===== src/rtl/rr_arbiter_8.sv =====
// rtl/rr_arbiter_8.sv - round-robin arbiter with registered one-hot/indexed grant, hold limit and release gap
module rr_arbiter_8 #(
  parameter int N        = 8,
  parameter int IDW      = 3,
  parameter int MAX_HOLD = 16
) (
  input  logic           clk,
  input  logic           rst,
  input  logic [N-1:0]   req,
  output logic [N-1:0]   gnt,
  output logic [IDW-1:0] gnt_id,
  output logic           gnt_valid,
  output logic           revoked
);

  typedef enum logic [1:0] {S_IDLE, S_GRANT, S_GAP} state_t;

  state_t         r_state;
  state_t         w_state_nxt;
  logic [IDW-1:0] r_ptr;
  logic [N-1:0]   r_gnt;
  logic [IDW-1:0] r_gnt_id;
  logic           r_gnt_valid;
  logic           r_revoked;
  logic [7:0]     r_hold;

  logic [IDW-1:0] w_win;
  logic [IDW-1:0] w_idx;
  logic           w_found;
  logic           w_any;
  logic           w_others;
  logic           w_release;
  logic           w_hold_hit;
  logic           w_load;
  logic           w_revoke_go;

  // Search starts just past the current pointer so the last owner is considered last.
  always_comb begin
    w_win   = '0;
    w_idx   = '0;
    w_found = 1'b0;
    for (int i = 1; i <= N; i++) begin
      w_idx = r_ptr + IDW'(i);
      if (!w_found && req[w_idx]) begin
        w_found = 1'b1;
        w_win   = w_idx;
      end
    end
  end

  assign w_any      = |req;
  assign w_others   = |(req & ~r_gnt);
  assign w_release  = ~req[r_ptr];
  assign w_hold_hit = (MAX_HOLD != 0) && (r_hold == 8'(MAX_HOLD - 1));

  always_comb begin
    w_state_nxt = r_state;
    w_load      = 1'b0;
    w_revoke_go = 1'b0;
    case (r_state)
      S_IDLE: begin
        if (w_any) begin
          w_state_nxt = S_GRANT;
          w_load      = 1'b1;
        end
      end
      S_GRANT: begin
        // Release wins over a coincident timeout so revoked stays low.
        if (w_release) begin
          w_state_nxt = S_GAP;
        end else if (w_hold_hit && w_others) begin
          w_state_nxt = S_GAP;
          w_revoke_go = 1'b1;
        end
      end
      S_GAP: begin
        if (w_any) begin
          w_state_nxt = S_GRANT;
          w_load      = 1'b1;
        end else begin
          w_state_nxt = S_IDLE;
        end
      end
      default: w_state_nxt = S_IDLE;
    endcase
  end

  always_ff @(posedge clk or posedge rst) begin
    if (rst) begin
      r_state <= S_IDLE;
    end else begin
      r_state <= w_state_nxt;
    end
  end

  always_ff @(posedge clk or posedge rst) begin
    if (rst) begin
      r_ptr       <= IDW'(N - 1);
      r_gnt       <= '0;
      r_gnt_id    <= '0;
      r_gnt_valid <= 1'b0;
      r_revoked   <= 1'b0;
      r_hold      <= '0;
    end else begin
      r_revoked <= w_revoke_go;
      if (w_load) begin
        r_ptr       <= w_win;
        r_gnt       <= {{(N-1){1'b0}}, 1'b1} << w_win;
        r_gnt_id    <= w_win;
        r_gnt_valid <= 1'b1;
        r_hold      <= '0;
      end else if (r_state == S_GRANT && w_state_nxt == S_GAP) begin
        r_gnt       <= '0;
        r_gnt_id    <= '0;
        r_gnt_valid <= 1'b0;
      end else if (r_state == S_GRANT && w_others && r_hold != 8'd255) begin
        // Counter only advances while someone else is waiting.
        r_hold <= r_hold + 8'd1;
      end
    end
  end

  assign gnt       = r_gnt;
  assign gnt_id    = r_gnt_id;
  assign gnt_valid = r_gnt_valid;
  assign revoked   = r_revoked;

endmodule


===== config.mk =====
export PLATFORM = sky130hd
export DESIGN_NAME = rr_arbiter_8
export DESIGN_NICKNAME = d
export VERILOG_FILES = /design/src/rtl/rr_arbiter_8.sv
export SDC_FILE = /design/constraint.sdc
export NUM_CORES = 1
export LEC_CHECK = 0
export ABC_CLOCK_PERIOD_IN_PS = 9100
export CAP_MARGIN = 20
export CELL_PAD_IN_SITES_DETAIL_PLACEMENT = 0
export CELL_PAD_IN_SITES_GLOBAL_PLACEMENT = 2
export CORE_UTILIZATION = 39
export CTS_CLUSTER_DIAMETER = 100
export DETAILED_ROUTE_END_ITERATION = 12
export PLACE_DENSITY_LB_ADDON = 0.12
export SYNTH_ARGS = -nofsm -noshare
export SYNTH_HDL_FRONTEND = slang
export SYNTH_SLANG_ARGS = --single-unit

===== constraint.sdc =====
create_clock -name clk -period 9.1 [get_ports clk]
set_clock_uncertainty 0.1 [all_clocks]
set_input_delay 0.91 -clock clk [delete_from_list [all_inputs] [get_ports clk]]
set_output_delay 0.91 -clock clk [all_outputs]
set_load 0.02 [all_outputs]

* After elaboration in Yosys (flattened, before gate mapping)
Cells that the tools add are included.
Word-level totals: flip-flop bits (word level) 26, input port bits 10, output and inout bits 13, logic and storage cells 107
Cells by class: add/sub/neg operators 8, order comparisons 8, equal/unequal tests 6, shift-type cells 1, mux-type cells 50, bitwise gates (word level) 2, reductions and logical operators 25
Operator list (count):
- $mux W8 | 5
- $lt A3 B4 Y1 const B | 8
- $mux W3 | 10
- $bmux W1 S3 | 8
- $mux W1 | 23
- $reduce_or A8 Y1 | 2
- $add A3 B3 Y3 const B | 4
- $logic_and A1 B1 Y1 | 11
- $add A8 B1 Y8 const B | 1
- $and A8 B8 Y8 | 1
- $eq A8 B4 Y1 const B | 1
- $ne A8 B8 Y1 const B | 1
- $not A8 Y8 | 1
- $shl A1 B3 Y8 const A | 1
- $logic_not A1 Y1 | 7
- $add A3 B2 Y3 const B | 2
- $mux W2 | 3
- $pmux W2 S3 | 1
- $eq A2 B2 Y1 const B | 2
- $reduce_bool A2 Y1 | 2
- $add A3 B1 Y3 const B | 1
- $eq A2 B1 Y1 const B | 1
- $logic_not A2 Y1 | 1
- $ne A2 B2 Y1 const B | 1
- 2 further kinds | 2

* Longest topological paths before layout
Gate-level depths: netlist of run 1.
depth after elaboration 27, gate-level depth with buffers 13, depth with buffers taken out 9

* Worst setup path after synthesis of run 1
Ideal clock, no wire load.
path kind reg-to-reg, start reg r_ptr[1], end reg r_gnt[2] (netlist: gnt[2]), setup time 122 ps, arrival 3106 ps, data required time 8878 ps, slack 5772 ps, cell stages (with the launch flop) 14, path buffers 4, period minus slack after synthesis 3328 ps, path through dfstp_2 -> buf_6 -> buf_2 -> inv_1 -> ha_1 -> buf_6 -> buf_12 -> mux2i_1 -> mux4_2 -> a22oi_2 -> nor2_1 -> a32o_1 -> a211o_1 -> a32o_1
Between the ends: word-level cells in the longest chain between the ends 27, elaborated cells between the ends (all ways) 59, those cells by class 7 x add/sub; 1 x eq/ne; 1 x shift; 34 x mux; 16 x reduce/logical
Ends and longest elaborated chain:
- start: declaration | line 20 | logic [IDW-1:0] r_ptr;
- start signal: assignment | line 98 | r_ptr <= IDW'(N - 1);
- start signal: assignment | line 107 | r_ptr <= w_win;
- $add A3 B1 Y3 | line 43 | w_idx = r_ptr + IDW'(i);
- $bmux W1 S3 | line 44 | if (!w_found && req[w_idx]) begin
- $mux W1 (not written as such) | line 44
- $mux W1 | line 44
- $logic_not A1 Y1 | line 44
- $logic_and A1 B1 Y1 | line 44
- $mux W1 | line 44
- $logic_not A1 Y1 | line 44
- [... 11 more ...]
- $logic_not A1 Y1 | line 44
- $logic_and A1 B1 Y1 | line 44
- $mux W1 | line 44
- $logic_not A1 Y1 | line 44
- $logic_and A1 B1 Y1 | line 44
- $mux W3 | line 44
- $shl A1 B3 Y8 | line 108 | r_gnt <= {{(N-1){1'b0}}, 1'b1} << w_win;
- $mux W8 | line 106 | if (w_load) begin
- end signal: assignment | line 108
- end: declaration | line 21 | logic [N-1:0] r_gnt;
Parallel ways exist; a longest one is shown, timed or not. The select of a mux whose other input is x is not followed. A chain may end at the register's enable or synchronous reset.

* Worst setup path after layout of run 1
start reg r_ptr[0], end reg r_gnt[6] (netlist: gnt[6])
The elaborated chain is that of the path after synthesis.

==> flow_summary.yaml, run 1 <==
synth:
  synth_top_flop_cell: "dfrtp_1"
  synth_area_um2: 2270
  yosys_register_bits: 26
  synthArstFlopShare: 1.00
  synthesis.nets: 254
  synth-warning-count: 0
  synth_edf_count: 0
  synth.avg_cell_area_um2: 9.43
  ys_seq_area_frac: 0.288
  synth_cells: 241
  synth.distinct_cells: 62
worst_setup_path:
  arrival_ns: 4.00
  worst-path-max-fanout: 20
  worstRegToRegCells: 9
  worstSetupEndpoint: "gnt[6]"
  r2r-end: "gnt[6]"
  cp-start-kind: "flip-flop"
  critPathCaptureType: "flip-flop"
  startpoint: "r_ptr[0]"
  cp.required_ns: 9.17
  path_class: "reg -> reg"
  reg2reg_slack_ns: 5.17
  r2r-start: "r_ptr[0]"
power_and_ir_drop:
  report.power.total_uw: 1050
  p_leak_uw: 0.00102
  ir_worst_vdd_uv: 187
  powerDensity_nw_per_um2: 406
clocking:
  clock_sinks: 26
  clockBufferDepth: 2
  numCtsBuffers: 3
  post-cts-setup-buffers: 0
  cts_resized: 0
  cts_tree: "done"
  clk_pin_slew_worst_paths_ns: 0.09
  cts_hold_buf: 0
  cts-root-buf: "clkbuf_8"
  clk_latency_ns: 0.28
  htree_levels: 1
timing:
  setup_ws_ns: 5.17
  setup_viol: 0
  worst_slew_pin_slew_ns: 0.784
  final_max_slew_viol_count: 0
  fin_crit_ns: 3.93
  hold_viol_final: 0
  max_slew_margin: 0.478
  fin_tns_setup_ns: 0
  max_clock_freq_mhz: 255
  rsz0062_at_grt: "no"
  finalCritPeriodShare: 0.431
floorplan:
  die_h_um: 78.4
  core_um2: 5570
  boundaryPins: 23
  initial_core_util: 0.408
  rows: 27
  dieArea_um2: 6140
  die_x_um: 78.4
place:
  io_buffers: 22
  dpl_worst_slack_ns: 5.26
  dp.cells: 320
  gp_congestion: 0.818
  placed_cell_area_um2: 2480
  dp_hpwl_mm: 4.32
outcome:
  status: "complete, no violations"
finish:
  diodes: 0
  fillers: 555
  design_area_um2: 2580
  area_delta_synth_final_pct: 13.3
  drive_gt1_frac: 0.123
  nets: 267
  finalNonFillerCells: 325
  multiInputGateArea_um2: 1460
  register_area_um2: 654
grt:
  grt_pass1_vias: 1844
  grt_max_degree: 27
  grt_pass1_wl_mm: 9.67
  antenna_found_initial: 0
  grt_use_total: 0.205
  grt_overflow_total: 0
route:
  dr.pass1.iters: 4
  via_count: 1919
  routed_via_density: 5.90
  drc_errors: 0
  wl_mm: 6.00
  drt_iter0_drc: 137
  drt-wirelength-per-cell_um: 18.5
  postRouteAntennaNets: 0
hold_path:
  min-delay-start: "gnt_id[0]"
  min_path_type: "reg -> reg"
run:
  cap_violations: 0
## area by class of cell
cell class,count,share of cell area
clock inverter,1,0.0117
inverter,13,0.0189
timing repair buffer,23,0.0962
multi-input combinational,187,0.568
clock buffer,3,0.0160
sequential,26,0.254
tap,72,0.0350
## worst min path at each step
stage	to	slack, ns	cells after the start
after floorplan	r_hold[0]	0.38	1
after global placement	gnt_id[2]	0.38	2
after CTS	gnt_id[0]	0.40	2
after detailed placement	gnt_id[0]	0.38	2
after global routing	gnt_id[0]	0.42	2
final	gnt_id[0]	0.40	2
## layer usage
metal | vias up | global-route usage | share of wire
met4 | 0 | 0.0796 | 0.020
li1 | 929 | - | -
met3 | 12 | 0.0128 | 0.015
met1 | 944 | 0.277 | 0.46
met2 | 34 | 0.342 | 0.50
met5 | - | 0 | 0
## power by group
group          switching, µW  leakage, µW  total, µW  internal (µW)
Sequential              58.8     0.000337        213            154
Combinational            430     0.000649        738            308
Clock                   35.8    0.0000357       94.7           58.9
## synth_stat cells (4+ instances only)
cell type,instances,area [µm²]
o21ai_0,9,45.0
nor2_1,13,48.8
o21ai_1,7,35.0
inv_1,12,45.0
buf_2,6,30.0
a22oi_1,6,45.0
nand3_1,7,35.0
nand2_1,23,86.3
a32o_1,5,50.1
nand2b_1,9,56.3
nor2b_1,6,37.5
a21oi_1,16,80.1
xnor2_1,5,43.8
mux2i_1,13,130
dfrtp_1,23,576
mux4_2,10,225
o31ai_1,4,30.0
## logic make-up after synthesis
family                     count (synthesis)  share of synthesized area
and+or+nand+nor                           75                      0.166
AOI/OAI and AO/OA                         74                      0.232
muxes                                     29                      0.206
buffers and inverters                     28                     0.0682
DFF                                       26                      0.288
xor gates and xnor gates                   6                     0.0231
adders and majority gates                  3                     0.0165
## cells in the final DEF, fill, tap and decap left out, types with 3 or more instances in the layout
| master | n |
|---|---|
| dfstp_2 | 3 |
| nor3_1 | 3 |
| nand3_1 | 7 |
| xnor2_1 | 5 |
| o21ai_0 | 9 |
| nor2_1 | 13 |
| o221ai_1 | 3 |
| nor4_1 | 3 |
| clkdlybuf4s50_1 | 22 |
| o21ai_1 | 7 |
| ha_1 | 3 |
| dfrtp_1 | 23 |
| a22oi_1 | 6 |
| a21oi_1 | 16 |
| clkbuf_8 | 3 |
| nor2b_1 | 6 |
| mux2i_1 | 13 |
| mux4_2 | 10 |
| inv_1 | 12 |
| a32o_1 | 5 |
| nand2b_1 | 9 |
| nand2_1 | 23 |
| o31ai_1 | 4 |
## worst max-delay path, cell delays in order (launching register included)
cell and delay (ns):
dfstp_2 0.81, inv_2 0.20, ha_1 0.73, mux2i_1 0.36
mux2i_1 0.25, mux2i_1 0.29, o221ai_1 0.17, a32o_1 0.32
a211o_1 0.30, a32o_1 0.27
## state kept, by name, indices dropped and copies added (netlist names)
| name | cells |
|---|---|
| gnt_id | 3 |
| gnt | 8 |
| r_ptr | 3 |
| r_state | 2 |
| gnt_valid | 1 |
| r_hold | 8 |
| revoked | 1 |
## metrics by stage
stage	hold WS, ns	utilization
CTS	0.400	0.457
detailed placement	0.376	0.444
floorplan	0.380	-
finish	0.397	0.462
global placement	0.379	0.444
global route	0.420	0.462
No activity file was read; power rests on OpenSTA's default activity.
==> run 2, diff against run 1 <==
--- a/config.mk
+++ b/config.mk
@@ -5,11 +5,11 @@
 export SDC_FILE = /design/constraint.sdc
 export NUM_CORES = 1
 export LEC_CHECK = 0
-export ABC_CLOCK_PERIOD_IN_PS = 9100
+export ABC_CLOCK_PERIOD_IN_PS = 3510
 export CAP_MARGIN = 20
 export CELL_PAD_IN_SITES_DETAIL_PLACEMENT = 0
 export CELL_PAD_IN_SITES_GLOBAL_PLACEMENT = 2
-export CORE_UTILIZATION = 39
+export CORE_UTILIZATION = 33
 export CTS_CLUSTER_DIAMETER = 100
 export DETAILED_ROUTE_END_ITERATION = 12
 export PLACE_DENSITY_LB_ADDON = 0.12
==> constraint.sdc (replaced) <==
create_clock -name clk -period 3.51 [get_ports clk]
set_clock_uncertainty 0.1 [all_clocks]
set_input_delay 0.351 -clock clk [delete_from_list [all_inputs] [get_ports clk]]
set_output_delay 0.351 -clock clk [all_outputs]
set_load 0.02 [all_outputs]
==> run 2 against run 1 <==
Utilization decreased by 5.6 points. Setup slack got worse by 4.9 ns. Cell count increased by 4.9%. Sequential power increased by 120%. Clock power increased by 110%. Routed wire length increased by 4.1%. Clock-buffer cell count increased by 1. Non-clock buffer count increased by 11. Total power increased to 2.6 times the previous value. Register-to-register slack got worse by 4.9 ns. Die area increased by 18%. Hold slack got worse by 0.089 ns.
==> flow_summary.yaml, run 2 (synthesized netlist as in run 1, its figures left out) <==
outcome:
  status: "complete, no violations"
worst_setup_path:
  crit_top_cell: "buf_4"
  startpoint: "r_ptr[1]"
  arrival_ns: 3.28
  slowest_delay_ns: 0.54
  cp.required_ns: 3.58
  r2r-start: "r_ptr[1]"
  cp_slowest_cell: "dfstp_2"
  path_class: "reg -> reg"
  cp-start-kind: "flip-flop"
  worst-path-max-fanout: 13
  worstPathCellList: "inv_1 -> ha_1 -> buf_4 -> mux2i_1 -> mux4_2 -> a22oi_2 -> nor3_2 -> buf_4 -> and2b_4 -> a211o_1 -> o31ai_1"
  cpLargestDelayFamily: "compound AO/OA/AOI/OAI gates"
  critPathCaptureType: "flip-flop"
  reg2reg_slack_ns: 0.30
  critical_path_buf_inv_count: 3
route:
  wl_mm: 6.25
  dr.pass1.iters: 4
  postRouteAntennaNets: 0
  drc_errors: 0
  drt_iter0_drc: 83
  drt-wirelength-per-cell_um: 18.3
  via_count: 1935
  routed_via_density: 5.67
run:
  cap_violations: 0
place:
  io_buffers: 22
  placed_cell_area_um2: 2570
  dp.cells: 336
  dpl_worst_slack_ns: 0.296
  gp_congestion: 0.755
  dp_hpwl_mm: 4.48
grt:
  grt_overflow_total: 0
  grt_pass1_wl_mm: 10.4
  grt_max_degree: 27
  grt_pass1_vias: 1878
  grt_use_total: 0.184
  antenna_found_initial: 0
power_and_ir_drop:
  p_leak_uw: 0.00106
  powerDensity_nw_per_um2: 1040
  ir_worst_vdd_uv: 489
finish:
  area_delta_synth_final_pct: 16.1
  design_area_um2: 2640
  finalNonFillerCells: 341
  nets: 278
  final_cell_mix: "nand2_1, dfrtp_1, clkdlybuf4s50_1, a21oi_1"
  drive_gt1_frac: 0.163
  diodes: 0
timing:
  final_max_slew_viol_count: 0
  worst_slew_pin_slew_ns: 0.871
  hold_slack_ns: 0.308
  fin_crit_ns: 3.21
  finalCritPeriodShare: 0.914
  hold_viol_final: 0
  fin_tns_setup_ns: 0
  max_clock_freq_mhz: 312
  setup_viol: 0
  max_slew_margin: 0.419
  setup_ws_ns: 0.302
  rsz0062_at_grt: "no"
floorplan:
  dieArea_um2: 7230
  rows: 29
  boundaryPins: 23
  core_um2: 6490
  initial_core_util: 0.350
  die_x_um: 85
  die_h_um: 85
clocking:
  numCtsBuffers: 3
  htree_levels: 1
  clk_pin_slew_worst_paths_ns: 0.09
  cts_resized: 0
  post-cts-setup-buffers: 0
  cts-root-buf: "clkbuf_8"
  clockBufferDepth: 2
  cts_hold_buf: 0
  clk_latency_ns: 0.27
  cts_tree: "done"
  clock_sinks: 26
hold_path:
  min_path_type: "in -> async"
## run 2: cell type report
cell class	instances	area (µm²)
clock buffer	4	55.1
fill	620	3860
inverter	13	48.8
multi-input combinational	187	1470
sequential	26	654
tap	77	96.3
timing repair buffer	34	318
## run 2: layer usage
metal	part of all wire	vias up	global-route usage
met1	0.47	940	0.258
met2	0.49	39	0.310
met5	0	-	0
met4	0.0050	0	0.0370
met3	0.033	4	0.0165
li1	-	952	-
## run 2: through the flow
stage	total power, µW	utilization
2_1_floorplan	2060	-
3_3_place_gp	2590	0.395
3_5_place_dp	2540	0.395
4_1_cts	2750	0.404
5_1_grt	2990	0.406
6_report	2750	0.406
## run 2: path summary, 6_finish.rpt
check / endpoint / cells after the start
max: gnt[1] / 11
min: gnt[4] / 2
max reg2reg: gnt[1] / 11
min reg2reg: gnt_id[0] / 2
max in group asynchronous: r_ptr[1] / 3
min in group clk: gnt_id[0] / 2
## run 2: power breakdown
| group | switching, µW | leakage, µW | internal (µW) |
|---|---|---|---|
| clock network | 98.4 | 0.0000288 | 100 |
| registers | 71.8 | 0.000337 | 398 |
| logic | 1210 | 0.000697 | 876 |
==> run 3, diff against run 2 <==
--- a/config.mk
+++ b/config.mk
@@ -13,6 +13,7 @@
 export CTS_CLUSTER_DIAMETER = 100
 export DETAILED_ROUTE_END_ITERATION = 12
 export PLACE_DENSITY_LB_ADDON = 0.12
+export RECOVER_POWER = 25
 export SYNTH_ARGS = -nofsm -noshare
 export SYNTH_HDL_FRONTEND = slang
 export SYNTH_SLANG_ARGS = --single-unit
==> run 3 against run 2 <==
Hold slack improved by 0.086 ns. Cell count did not move. Total power barely moved. Via count about the same.
==> flow_summary.yaml, run 3 (synthesized netlist as in run 1, its figures left out) <==
floorplan:
  dieArea_um2: 7230
  initial_core_util: 0.350
  core_um2: 6490
  die_x_um: 85
  boundaryPins: 23
  rows: 29
  die_h_um: 85
finish:
  area_delta_synth_final_pct: 15.6
  design_area_um2: 2630
  nets: 278
  fin_util: 0.405
  drive_gt1_frac: 0.159
  diodes: 0
  final_cell_mix: "nand2_1, dfrtp_1, clkdlybuf4s50_1, a21oi_1"
  fillers: 622
  finalNonFillerCells: 341
grt:
  grt_overflow_total: 0
  grt_use_total: 0.184
  grt_max_degree: 27
  grt_pass1_wl_mm: 10.4
  antenna_found_initial: 0
  grt_pass1_vias: 1878
power_and_ir_drop:
  p_clk_frac: 0.072
  p_int_uw: 1370
  powerDensity_nw_per_um2: 1050
  switching_share: 0.501
  switchingPower_uw: 1380
  power_frac_comb: 0.757
  pwr-share-seq: 0.171
  report.power.total_uw: 2750
  ir_worst_vdd_uv: 489
  p_leak_uw: 0.00106
place:
  placed_cell_area_um2: 2570
  dp.cells: 336
  dp_hpwl_mm: 4.48
  io_buffers: 22
  gp_congestion: 0.755
timing:
  max_clock_freq_mhz: 312
  worst_slew_pin_slew_ns: 0.871
  finalCritPeriodShare: 0.914
  fin_tns_setup_ns: 0
  fin_crit_ns: 3.21
  rsz0062_at_grt: "no"
  max_slew_margin: 0.419
  setup_viol: 0
  hold_viol_final: 0
  final_max_slew_viol_count: 0
worst_setup_path:
  arrival_ns: 3.28
  cp_slowest_cell: "dfstp_2"
  cpLargestDelayFamily: "compound AO/OA/AOI/OAI gates"
  crit_top_cell: "buf_4"
  critical_path_buf_inv_count: 3
  critPathCaptureType: "flip-flop"
  slowest_delay_ns: 0.54
  cp-start-kind: "flip-flop"
  worst-path-max-fanout: 13
  worstRegToRegCells: 11
  r2r-end: "gnt[1]"
  path_class: "reg -> reg"
  r2r-start: "r_ptr[1]"
  worstPathCellList: "inv_1 -> ha_1 -> buf_4 -> mux2i_1 -> mux4_2 -> a22oi_2 -> nor3_2 -> buf_4 -> and2b_4 -> a211o_1 -> o31ai_1"
  cp.required_ns: 3.58
  reg2reg_slack_ns: 0.30
route:
  drt_iter0_drc: 83
  drt-wirelength-per-cell_um: 18.3
  wl_mm: 6.25
  via_count: 1934
  postRouteAntennaNets: 0
  drc_errors: 0
  dr.pass1.iters: 4
  routed_via_density: 5.67
hold_path:
  min_path_type: "reg -> reg"
  min-delay-start: "gnt_id[0]"
  min_path_cells: 2
  min_to: "gnt_id[0]"
clocking:
  htree_levels: 1
  cts-root-buf: "clkbuf_8"
  clk_latency_ns: 0.27
  post-cts-setup-buffers: 0
  clk_pin_slew_worst_paths_ns: 0.09
  clockBufferDepth: 2
  numCtsBuffers: 3
  cts_hold_buf: 0
  clock_sinks: 26
  cts_tree: "done"
outcome:
  status: "complete, no violations"
run:
  cap_violations: 0
-- run 3: power groups by stage --
stage | logic (µW) | clock network, µW | registers [µW]
after detailed placement | 2070 | 0 | 475
after CTS | 2080 | 205 | 470
after global routing | 2290 | 214 | 483
after floorplan | 1580 | 0 | 487
after global placement | 2100 | 0 | 482
final | 2080 | 199 | 469
-- run 3: final cells by class --
class / count / area [µm²] / share of cell area
multi-input cells: 187 / 1470 / 0.558
flip-flops and latches: 26 / 654 / 0.249
repair buffers: 34 / 307 / 0.117
well taps: 77 / 96.3 / 0.0367
clock buffers: 4 / 55.1 / 0.0210
inverters: 13 / 48.8 / 0.0186
-- run 3: how the worst max path moves through the flow --
| stage | startpoint | end | slack [ns] | cells after the start |
|---|---|---|---|---|
| final | r_ptr[1] | gnt[1] | 0.30 | 11 |
| after global placement | r_ptr[1] | gnt[1] | 0.27 | 9 |
| after global routing | r_ptr[1] | gnt[1] | 0.01 | 9 |
| after CTS | r_ptr[1] | gnt[1] | 0.27 | 10 |
| after detailed placement | r_ptr[1] | gnt[1] | 0.30 | 10 |
| after floorplan | r_ptr[1] | gnt[2] | 0.18 | 13 |
-- run 3: repair_timing --
item                       CTS  global route
resized for setup            0             1
hold endpoints to repair     0             0
setup endpoints to repair    0             2
-- run 3: layer usage --
metal / vias up / GRT usage / share of wire
met5: - / 0 / 0
met1: 939 / 0.258 / 0.47
met3: 4 / 0.0165 / 0.033
met2: 39 / 0.310 / 0.49
li1: 952 / - / -
met4: 0 / 0.0370 / 0.0050
-- run 3: worst reg2reg max path, delay by kind of cell, from the launching register on --
kind	cells	cell delay, ns
and+or+nand+nor	2	0.25
muxes	2	0.66
AOI/OAI and AO/OA	3	0.86
buffers and inverters	3	0.42
DFF	1	0.54
adders and majority gates	1	0.27
-- run 3: stage by stage --
step           hold WS (ns)  worst slack (ns)
2_1_floorplan         0.289             0.182
3_3_place_gp          0.390             0.267
3_5_place_dp          0.369             0.296
4_1_cts               0.397             0.265
5_1_grt               0.428            0.0116
6_report              0.394             0.302
